### src/rtl/serial_word_alu.sv
// Bit-serial add/subtract engine: latches two N-bit words, streams them LSB-first
// through a single carry/borrow bit, and reassembles the result word.
module serial_word_alu #(
  parameter int N = 8
) (
  input  logic         clk,
  input  logic         rst_b,
  input  logic         start,
  input  logic         sub,
  input  logic [N-1:0] a,
  input  logic [N-1:0] b,
  output logic         busy,
  output logic         done,
  output logic [N-1:0] result,
  output logic         cout,
  output logic         ser_vld,
  output logic         ser_x,
  output logic         ser_y,
  output logic         ser_s
);
  // state   | meaning
  // S_IDLE  | waiting for start; operands latched on accept
  // S_SHIFT | one bit per clk, N cycles, LSB first
  // S_DONE  | one-cycle done pulse, result and cout valid
  typedef enum logic [1:0] {S_IDLE, S_SHIFT, S_DONE} state_t;

  localparam int CW = $clog2(N);
  localparam logic [CW-1:0] LAST = CW'(N - 1);

  state_t        r_state;
  state_t        w_state_nxt;
  logic [N-1:0]  r_sha;
  logic [N-1:0]  r_shb;
  logic [N-1:0]  r_res;
  logic [CW-1:0] r_cnt;
  logic          r_c;
  logic          r_mode;
  logic          r_cout;
  logic          w_ye;
  logic          w_s;
  logic          w_c_nxt;
  logic          w_last;

  // Subtraction is A + ~B + 1: invert the B bit, carry-in primed with 1 on accept.
  assign w_ye    = r_shb[0] ^ r_mode;
  assign w_s     = r_sha[0] ^ w_ye ^ r_c;
  assign w_c_nxt = (r_sha[0] & w_ye) | (r_sha[0] & r_c) | (w_ye & r_c);
  assign w_last  = (r_cnt == LAST);

  assign result = r_res;
  assign cout   = r_cout;
  assign ser_x  = r_sha[0];
  assign ser_y  = r_shb[0];
  assign ser_s  = w_s;

  always_comb begin
    w_state_nxt = r_state;
    busy        = 1'b0;
    done        = 1'b0;
    ser_vld     = 1'b0;
    case (r_state)
      S_IDLE: begin
        if (start) w_state_nxt = S_SHIFT;
      end
      S_SHIFT: begin
        busy    = 1'b1;
        ser_vld = 1'b1;
        if (w_last) w_state_nxt = S_DONE;
      end
      S_DONE: begin
        busy        = 1'b1;
        done        = 1'b1;
        w_state_nxt = S_IDLE;
      end
      default: w_state_nxt = S_IDLE;
    endcase
  end

  always_ff @(posedge clk or negedge rst_b) begin
    if (!rst_b) begin
      r_state <= S_IDLE;
      r_sha   <= '0;
      r_shb   <= '0;
      r_res   <= '0;
      r_cnt   <= '0;
      r_c     <= 1'b0;
      r_mode  <= 1'b0;
      r_cout  <= 1'b0;
    end else begin
      r_state <= w_state_nxt;
      case (r_state)
        S_IDLE: begin
          if (start) begin
            r_sha  <= a;
            r_shb  <= b;
            r_mode <= sub;
            r_c    <= sub;
            r_cnt  <= '0;
          end
        end
        S_SHIFT: begin
          r_c   <= w_c_nxt;
          r_res <= {w_s, r_res[N-1:1]};
          r_sha <= {1'b0, r_sha[N-1:1]};
          r_shb <= {1'b0, r_shb[N-1:1]};
          // Borrow is the complement of the final carry in subtract mode.
          if (w_last) r_cout <= w_c_nxt ^ r_mode;
          else        r_cnt  <= r_cnt + 1'b1;
        end
        default: ;
      endcase
    end
  end
endmodule

### config.mk
export PLATFORM = sky130hd
export DESIGN_NAME = serial_word_alu
export DESIGN_NICKNAME = d
export VERILOG_FILES = /design/src/rtl/serial_word_alu.sv
export SDC_FILE = /design/constraint.sdc
export NUM_CORES = 1
export LEC_CHECK = 0
export CAP_MARGIN = 15
export CORE_MARGIN = 2
export CORE_UTILIZATION = 54
export CTS_CLUSTER_DIAMETER = 120
export DETAILED_ROUTE_END_ITERATION = 16
export PLACE_DENSITY = 0.86
export SYNTH_ARGS = -nofsm -noshare
export SYNTH_HDL_FRONTEND = slang
export SYNTH_SLANG_ARGS = --single-unit
export TNS_END_PERCENT = 100
### constraint.sdc
create_clock -name clk -period 4.8 [get_ports clk]
set_input_delay 1.2 -clock clk [delete_from_list [all_inputs] [get_ports clk]]
set_output_delay 1.2 -clock clk [all_outputs]
set_load 0.02 [all_outputs]
=== Word-level counts from Yosys, hierarchy flattened ===
Index checks and enable logic that the tools add are counted.

* Add/sub/neg operators: 1
* Equal/unequal tests: 6
* Multiplexer cells: 15
* Bitwise gates (word level): 9
* Reductions and logical operators: 8

{| class="wikitable"
|+ Operator list
! cell !! count
|-
| $pmux 8 s2 || 2
|-
| $mux 8 || 2
|-
| $reduce_and 2->1 || 4
|-
| $mux 3 || 2
|-
| $ne 2x2->1 const B || 3
|-
| $pmux 3 s2 || 1
|-
| $mux 1 || 4
|-
| $mux 2 || 2
|-
| $pmux 2 s2 || 1
|-
| $xor 1x1->1 || 4
|-
| $add 3x1->3 const B || 1
|-
| $and 1x1->1 || 3
|-
| $eq 3x3->1 const B || 1
|-
| $reduce_and 3->1 || 1
|-
| $eq 2x1->1 const B || 1
|-
| $eq 2x2->1 const B || 1
|-
| $logic_not 2->1 || 1
|-
| $or 1x1->1 || 2
|-
| $pmux 1 s2 || 1
|-
| $reduce_bool 2->1 || 1
|-
| $reduce_or 2->1 || 1
|}

* Flip-flop bits (word level): 32
* Output and inout bits: 15

=== Longest topological paths before layout ===
Gate-level depths: netlist of the first run.

* Depth after elaboration: 5
* Gate-level depth with buffers: 8
* Depth with buffers taken out: 5

=== Worst setup path after synthesis of the first run ===
Ideal clock, no wire load.

* Path type: register to output
* Start: register r_shb[0]
* End: output port ser_s
* Arrival time: 1.257 ns
* Path slack: 2.343 ns
* Stages on the path, launching flop included: 4
* Path buffers: 0
* Path through: dfrtp_1 -> xnor2_1 -> fa_1 -> inv_1

* Longest elaborated chain between the ends: 3

{| class="wikitable"
|+ RTL lines
! item !! RTL line !! text
|-
| start, declared || 33 || <nowiki>logic [N-1:0] r_shb;</nowiki>
|-
| start signal, assigned || 105 || <nowiki>r_shb <= {1'b0, r_shb[N-1:1]};</nowiki>
|-
| $xor 1x1->1 || 45 || <nowiki>assign w_ye = r_shb[0] ^ r_mode;</nowiki>
|-
| $xor 1x1->1 (2 in series) || 46 || <nowiki>assign w_s = r_sha[0] ^ w_ye ^ r_c;</nowiki>
|-
| end, declared || 19 || <nowiki>output logic ser_s</nowiki>
|}

No other way between the ends.

=== Worst setup path in the final report of the first run ===
Ends and elaborated chain as after synthesis.

==> metrics.csv, run 1 <==
stage,metric,value,unit
synth,yosys-top-cells-area,"sky130_fd_sc_hd__dfrtp_1 47%, sky130_fd_sc_hd__a221o_1 8.2%, sky130_fd_sc_hd__mux2_2 6.6%",
setup_path,critical_path_arrival,2.08,ns
floorplan,placementRows,20,
placement,gpl.final_weighted_congestion,0.740,
timing,setup_repair_after_global_routing_missed_its_margin,false,
finish,final_cell_count_no_fill,236,
global_route,global_route.overflow_total,0,
global_route,grt_first_pass_wirelength,5.73,mm
setup_path,setup.worst_path.class,reg -> out,
clock_tree,worst_path_clk_slew,0.09,ns
finish,post_route_cells_drive_above_1_share,0.125,
finish,area_growth,24.1,%
setup_path,worst_setup_path_start_kind,flip-flop,
synth,synthDominantCellAreaShare,0.471,
finish,count_of_inserted_antenna_diode_cells,0,
synth,yosysTopAreaCell,sky130_fd_sc_hd__dfrtp_1,
synth,synthesized_net_count,188,
placement,port_buffers,34,
timing,finalSetupTns,0,ns
drt,detail-route-antenna-nets,0,
clock_tree,root_buffer_cell,sky130_fd_sc_hd__clkbuf_4,
synth,synth_seq_cells,32,
worst_hold_path,hold_path_end,r_shb[7],
job,maxCapViolations,0,
global_route,largest_net_degree_at_the_start_of_global_routing,37,
clock_tree,clk_latency,0.33,ns
timing,final.setup.worst_slack,1.52,ns
synth,synthArstFlopShare,1.00,
floorplan,ioPinCount,35,
setup_path,crit_start,r_shb[0],
placement,detailedPlacementHpwl,2.38,mm
synth,synthesis.area,1700,um2
drt,drc,0,
finish,finish.instance_area,2110,um2
synth,synth_most_common_cell,sky130_fd_sc_hd__dfrtp_1,
placement,placedInstanceArea,2030,um2
clock_tree,clock-sinks,32,
outcome,outcome,finished clean,
synth,synth-main-ff-cell,sky130_fd_sc_hd__dfrtp_1,
setup_path,reg2reg_depth,5,
setup_path,critPathRequiredTime,3.60,ns
worst_hold_path,min_path_cells,2,
timing,timing.final.hold_violations,0,
clock_tree,postCtsHoldBufs,0,
timing,worst_slew_pin_slew,1.08,ns
synth,synth_enable_flop_cells,0,
placement,detailedPlace.worstSlack,1.65,ns
drt,detail_route.vias_per_cell,5.69,
power,design_power_total,1.45,mW
floorplan,die_w,60.1,um
timing,max_slew_margin,0.283,
setup_path,critical_path.reg2reg.startpoint,r_state[0],
timing,clock.fmax,304,MHz
global_route,first_global_vias,1241,
clock_tree,htreeDepth,2,
clock_tree,clock_tree.buffer_depth,2,
global_route,number_of_antenna_violations_at_the_first_check_in_global_routing,0,
setup_path,rrSetupSlack,2.24,ns
drt,firstDrtPassIters,4,
finish,seqCellArea,801,um2
synth,netlist_instances,161,
global_route,grtUsageTotal,0.217,
setup_path,worstPathMaxFanout,4,
setup_path,critPathCaptureType,output port,
timing,min_period,3.28,ns
finish,final_net_count,218,
timing,skew,0.00745,ns
floorplan,core_area,3030,um2
clock_tree,tritoncts,done,
synth,syn_avg_cell_area,10.6,um2
synth,most_common_library_cells_after_synthesis,"32 x sky130_fd_sc_hd__dfrtp_1, 16 x sky130_fd_sc_hd__a21oi_1, 15 x sky130_fd_sc_hd__nand2b_1",
synth,synthDistinctLibCells,28,
drt,via_count,1344,
floorplan,dieArea,3610,um2
clock_tree,post_cts_buffers,0,
drt,avgRoutedWirePerCell,14.9,um
synth,yosysSeqAreaShare,0.471,
synth,synthesis.yosys.warnings,0,
power,vdd.ir_drop.worst,0.340,mV
timing,fin_crit_sh,0.684,
floorplan,floorplan.die.height,60.1,um
timing,setup_viol_count_final,0,
power,pwr_density_cell,685,nW/um2
clock_tree,post_cts_resize_count,0,
timing,final-max-slew-violation-count,0,
worst_hold_path,timing.hold.worst.start,r_shb[7],
setup_path,regToRegEndpoint,r_shb[6],
drt,route.final.wire_length,3.51,mm
drt,drtIter0Drc,45,
finish,finalCoreUtilization,0.697,
floorplan,initial_core_util,0.562,
finish,multi_input_logic_area,793,um2
timing,hold-worst-slack,0.514,ns
placement,place.detailed.instances,228,
finish,fillerInstances,236,
power,cellLeakagePower,0.885,nW
worst_hold_path,min_path_type,reg -> reg,
clock_tree,cts_buffers,5,
## layout make-up
| cell class | count | area share |
|---|---|---|
| inverters | 6 | 0.0107 |
| flip-flops and latches | 32 | 0.379 |
| clock buffers | 6 | 0.0196 |
| well taps | 44 | 0.0261 |
| clock inverters | 2 | 0.0166 |
| repair buffers | 37 | 0.172 |
| multi-input cells | 109 | 0.376 |
## layer usage
layer,part of all wire,GRT usage,routed length [um]
met1,0.42,0.273,1460
met3,0.063,0.0736,223
met5,0,0,0
met4,0.017,0.0921,61
met2,0.50,0.337,1760
## worst max-delay path by stage
stage / depth (start not counted) / slack [ns] / endpoint
6_report: 4 / 1.52 / ser_s
5_1_grt: 4 / 1.37 / ser_s
4_1_cts: 4 / 1.50 / ser_s
3_5_place_dp: 4 / 1.65 / r_shb[3]
3_3_place_gp: 4 / 1.75 / r_sha[5]
2_1_floorplan: 3 / 2.34 / ser_s
## power breakdown
group	switching, mW	total (mW)	internal, mW
Combinational	0.388	0.770	0.382
Clock	0.0902	0.199	0.109
Sequential	0.0910	0.477	0.386
Total	0.569	1.45	0.877
## cells in the final DEF, fill, tap and decap left out, drive strengths merged, types with 2 or more instances in the layout
cell type      count
clkbuf             6
nand2              8
nand2b            16
a221o             14
nor2b              3
o21ai              7
a22o               3
dfrtp             32
nand3             13
a21oi             16
or2                2
clkdlybuf4s50     34
ha                 6
a31oi              2
buf                3
nor2               2
mux2              10
inv                6
## critical path, stage by stage (launching register included)
cell,delay (ns)
sky130_fd_sc_hd__dfrtp_1,0.43
sky130_fd_sc_hd__xnor2_1,0.21
sky130_fd_sc_hd__fa_1,0.45
sky130_fd_sc_hd__inv_1,0.08
sky130_fd_sc_hd__clkdlybuf4s50_1,0.60
## sequential cells by signal, summed over array words and instances (netlist names)
signal,cells
r_sha,8
r_shb,8
result,8
r_cnt,3
r_state,2
cout,1
r_c,1
r_mode,1
## cell families after synthesis
| kind of cell | after synthesis | synth area share |
|---|---|---|
| xor gates and xnor gates | 2 | 0.0103 |
| and+or+nand+nor | 47 | 0.156 |
| muxes | 10 | 0.0662 |
| adders and majority gates | 7 | 0.0559 |
| AOI/OAI and AO/OA | 43 | 0.178 |
| buffers and inverters | 20 | 0.0625 |
| DFF | 32 | 0.471 |
Note: power is estimated with default switching activity, not from simulation.
==> run 2, diff against run 1 <==
--- a/config.mk
+++ b/config.mk
@@ -7,10 +7,10 @@
 export LEC_CHECK = 0
 export CAP_MARGIN = 15
 export CORE_MARGIN = 2
-export CORE_UTILIZATION = 54
+export CORE_UTILIZATION = 50
 export CTS_CLUSTER_DIAMETER = 120
 export DETAILED_ROUTE_END_ITERATION = 16
-export PLACE_DENSITY = 0.86
+export PLACE_DENSITY = 0.8
 export SYNTH_ARGS = -nofsm -noshare
 export SYNTH_HDL_FRONTEND = slang
 export SYNTH_SLANG_ARGS = --single-unit
==> constraint.sdc (replaced) <==
create_clock -name clk -period 3.2 [get_ports clk]
set_input_delay 0.8 -clock clk [delete_from_list [all_inputs] [get_ports clk]]
set_output_delay 0.8 -clock clk [all_outputs]
set_load 0.02 [all_outputs]
==> run 2 against run 1 <==
Combinational power up 52%. Worst setup slack worse by 1.2 ns. Clock skew down 0.0013 ns. Die area up 7.5%. Clock power up 17%.
==> metrics.csv, run 2 (synthesized netlist as in run 1, its figures left out) <==
stage,metric,value,unit
floorplan,die_w,62.3,um
timing,clock.fmax,341,MHz
clock_tree,htreeDepth,2,
setup_path,rrSetupSlack,1.30,ns
finish,count_of_inserted_antenna_diode_cells,0,
timing,min_period,2.93,ns
finish,post_route_cells_drive_above_1_share,0.129,
timing,setup_repair_after_global_routing_missed_its_margin,false,
clock_tree,post_cts_resize_count,0,
drt,via_count,1322,
clock_tree,tritoncts,done,
floorplan,dieArea,3880,um2
drt,drc,0,
setup_path,critPathCaptureType,output port,
clock_tree,cts_buffers,5,
global_route,first_global_vias,1363,
clock_tree,clock-sinks,32,
placement,port_buffers,34,
global_route,largest_net_degree_at_the_start_of_global_routing,34,
global_route,global_route.overflow_total,0,
setup_path,worstPathMaxFanout,4,
setup_path,path_buf_inv,2,
setup_path,critPathRequiredTime,2.40,ns
setup_path,critical_path_arrival,2.13,ns
clock_tree,root_buffer_cell,sky130_fd_sc_hd__clkbuf_4,
clock_tree,clock_tree.buffer_depth,2,
setup_path,setup.worst_path.class,reg -> out,
global_route,grtUsageTotal,0.197,
setup_path,cpMaxStageDelayCell,sky130_fd_sc_hd__clkdlybuf4s50_1,
outcome,outcome,finished clean,
drt,firstDrtPassIters,4,
timing,hold-worst-slack,0.487,ns
setup_path,critical_path.cell_chain,"xnor2_1, fa_1, inv_1, clkdlybuf4s50_1",
finish,most_common_library_cell_in_the_layout_ignoring_fill_and_taps,sky130_fd_sc_hd__clkdlybuf4s50_1,
global_route,grt_first_pass_wirelength,6.01,mm
worst_hold_path,min_path_type,reg -> reg,
timing,skew,0.00620,ns
finish,layout.cells.most_common_list,"34 x sky130_fd_sc_hd__clkdlybuf4s50_1, 32 x sky130_fd_sc_hd__dfrtp_1, 16 x sky130_fd_sc_hd__a21oi_1",
clock_tree,post_cts_buffers,0,
placement,place.detailed.instances,232,
power,pwr_density_cell,998,nW/um2
global_route,number_of_antenna_violations_at_the_first_check_in_global_routing,0,
placement,gpl.final_weighted_congestion,0.743,
setup_path,slowest_delay,0.60,ns
timing,max_slew_margin,0.660,
clock_tree,clk_latency,0.32,ns
finish,multi_input_logic_area,793,um2
worst_hold_path,timing.hold.worst.start,cout,
floorplan,placementRows,21,
floorplan,core_area,3310,um2
finish,fillerInstances,287,
floorplan,ioPinCount,35,
finish,area_growth,24.1,%
job,maxCapViolations,0,
worst_hold_path,min_path_cells,2,
worst_hold_path,hold_path_end,cout,
power,vdd.ir_drop.worst,0.328,mV
timing,worst_slew_pin_slew,0.505,ns
clock_tree,postCtsHoldBufs,0,
timing,timing.final.hold_violations,0,
drt,detail_route.vias_per_cell,5.51,
setup_path,worst_setup_path_start_kind,flip-flop,
timing,setup_viol_count_final,0,
setup_path,reg2reg_depth,5,
setup_path,cpLargestDelayFamily,buffers and inverters,
floorplan,initial_core_util,0.514,
timing,fin_crit_sh,0.916,
power,cellLeakagePower,0.885,nW
finish,final_cell_count_no_fill,240,
finish,final_net_count,220,
drt,detail-route-antenna-nets,0,
drt,route.final.wire_length,3.49,mm
finish,seqCellArea,801,um2
setup_path,regToRegEndpoint,r_shb[3],
clock_tree,worst_path_clk_slew,0.09,ns
timing,finalSetupTns,0,ns
floorplan,floorplan.die.height,62.3,um
placement,detailedPlacementHpwl,2.48,mm
setup_path,critical_path.reg2reg.startpoint,r_state[0],
timing,final-max-slew-violation-count,0,
drt,avgRoutedWirePerCell,14.6,um
drt,drtIter0Drc,47,
==> run 2: cell count changes in the layout (fill, tap and decap cells not counted), sizes merged <==
cell,delta
buf,+2
clkbuf,+2
clkinv,-1
bufinv,-1
==> run 2: per-stage QoR <==
step / instance area, um2 / worst slack, ns / utilization / power [mW]
after floorplan: 1700 / 1.14 / - / 1.52
after detailed placement: 2050 / 0.619 / 0.620 / 1.89
final: 2110 / 0.268 / 0.638 / 2.11
after global placement: 2050 / 0.714 / 0.620 / 1.82
after global routing: 2110 / 0.154 / 0.638 / 2.27
after CTS: 2110 / 0.225 / 0.638 / 2.13
==> run 2: routing by layer <==
metal  part of all wire  vias to the layer above  track usage
li1                   -                      639            -
met1               0.40                      645        0.224
met5                  0                        -            0
met4              0.010                        0       0.0556
met2               0.54                       32        0.353
met3              0.048                        6       0.0652
==> run 2: power by group <==
group / switching, mW / internal (mW) / leakage, nW
sequential: 0.129 / 0.579 / 0.404
combinational: 0.586 / 0.580 / 0.449
clock: 0.124 / 0.108 / 0.0326
total: 0.840 / 1.27 / 0.885
==> run 2: layout make-up <==
cell class | instances | area share
Tap cell | 46 | 0.0273
Sequential cell | 32 | 0.379
Clock buffer | 8 | 0.0279
Timing Repair Buffer | 39 | 0.179
Multi-Input combinational cell | 109 | 0.376
Inverter | 6 | 0.0107
==> run 2: worst max path at each step <==
stage / endpoint / slack (ns) / start / cells after the start
2_1_floorplan: ser_s / 1.14 / r_shb[0] / 3
3_3_place_gp: ser_s / 0.71 / r_shb[0] / 4
3_5_place_dp: ser_s / 0.62 / r_shb[0] / 4
4_1_cts: ser_s / 0.23 / r_shb[0] / 4
5_1_grt: ser_s / 0.15 / r_shb[0] / 4
6_report: ser_s / 0.27 / r_shb[0] / 4
==> run 2: worst register-to-register path: stages (launching register included) <==
cell,delay [ns]
sky130_fd_sc_hd__dfrtp_1,0.42
sky130_fd_sc_hd__inv_1,0.12
sky130_fd_sc_hd__ha_1,0.43
sky130_fd_sc_hd__nor2b_1,0.40
sky130_fd_sc_hd__buf_4,0.30
sky130_fd_sc_hd__a221o_1,0.19
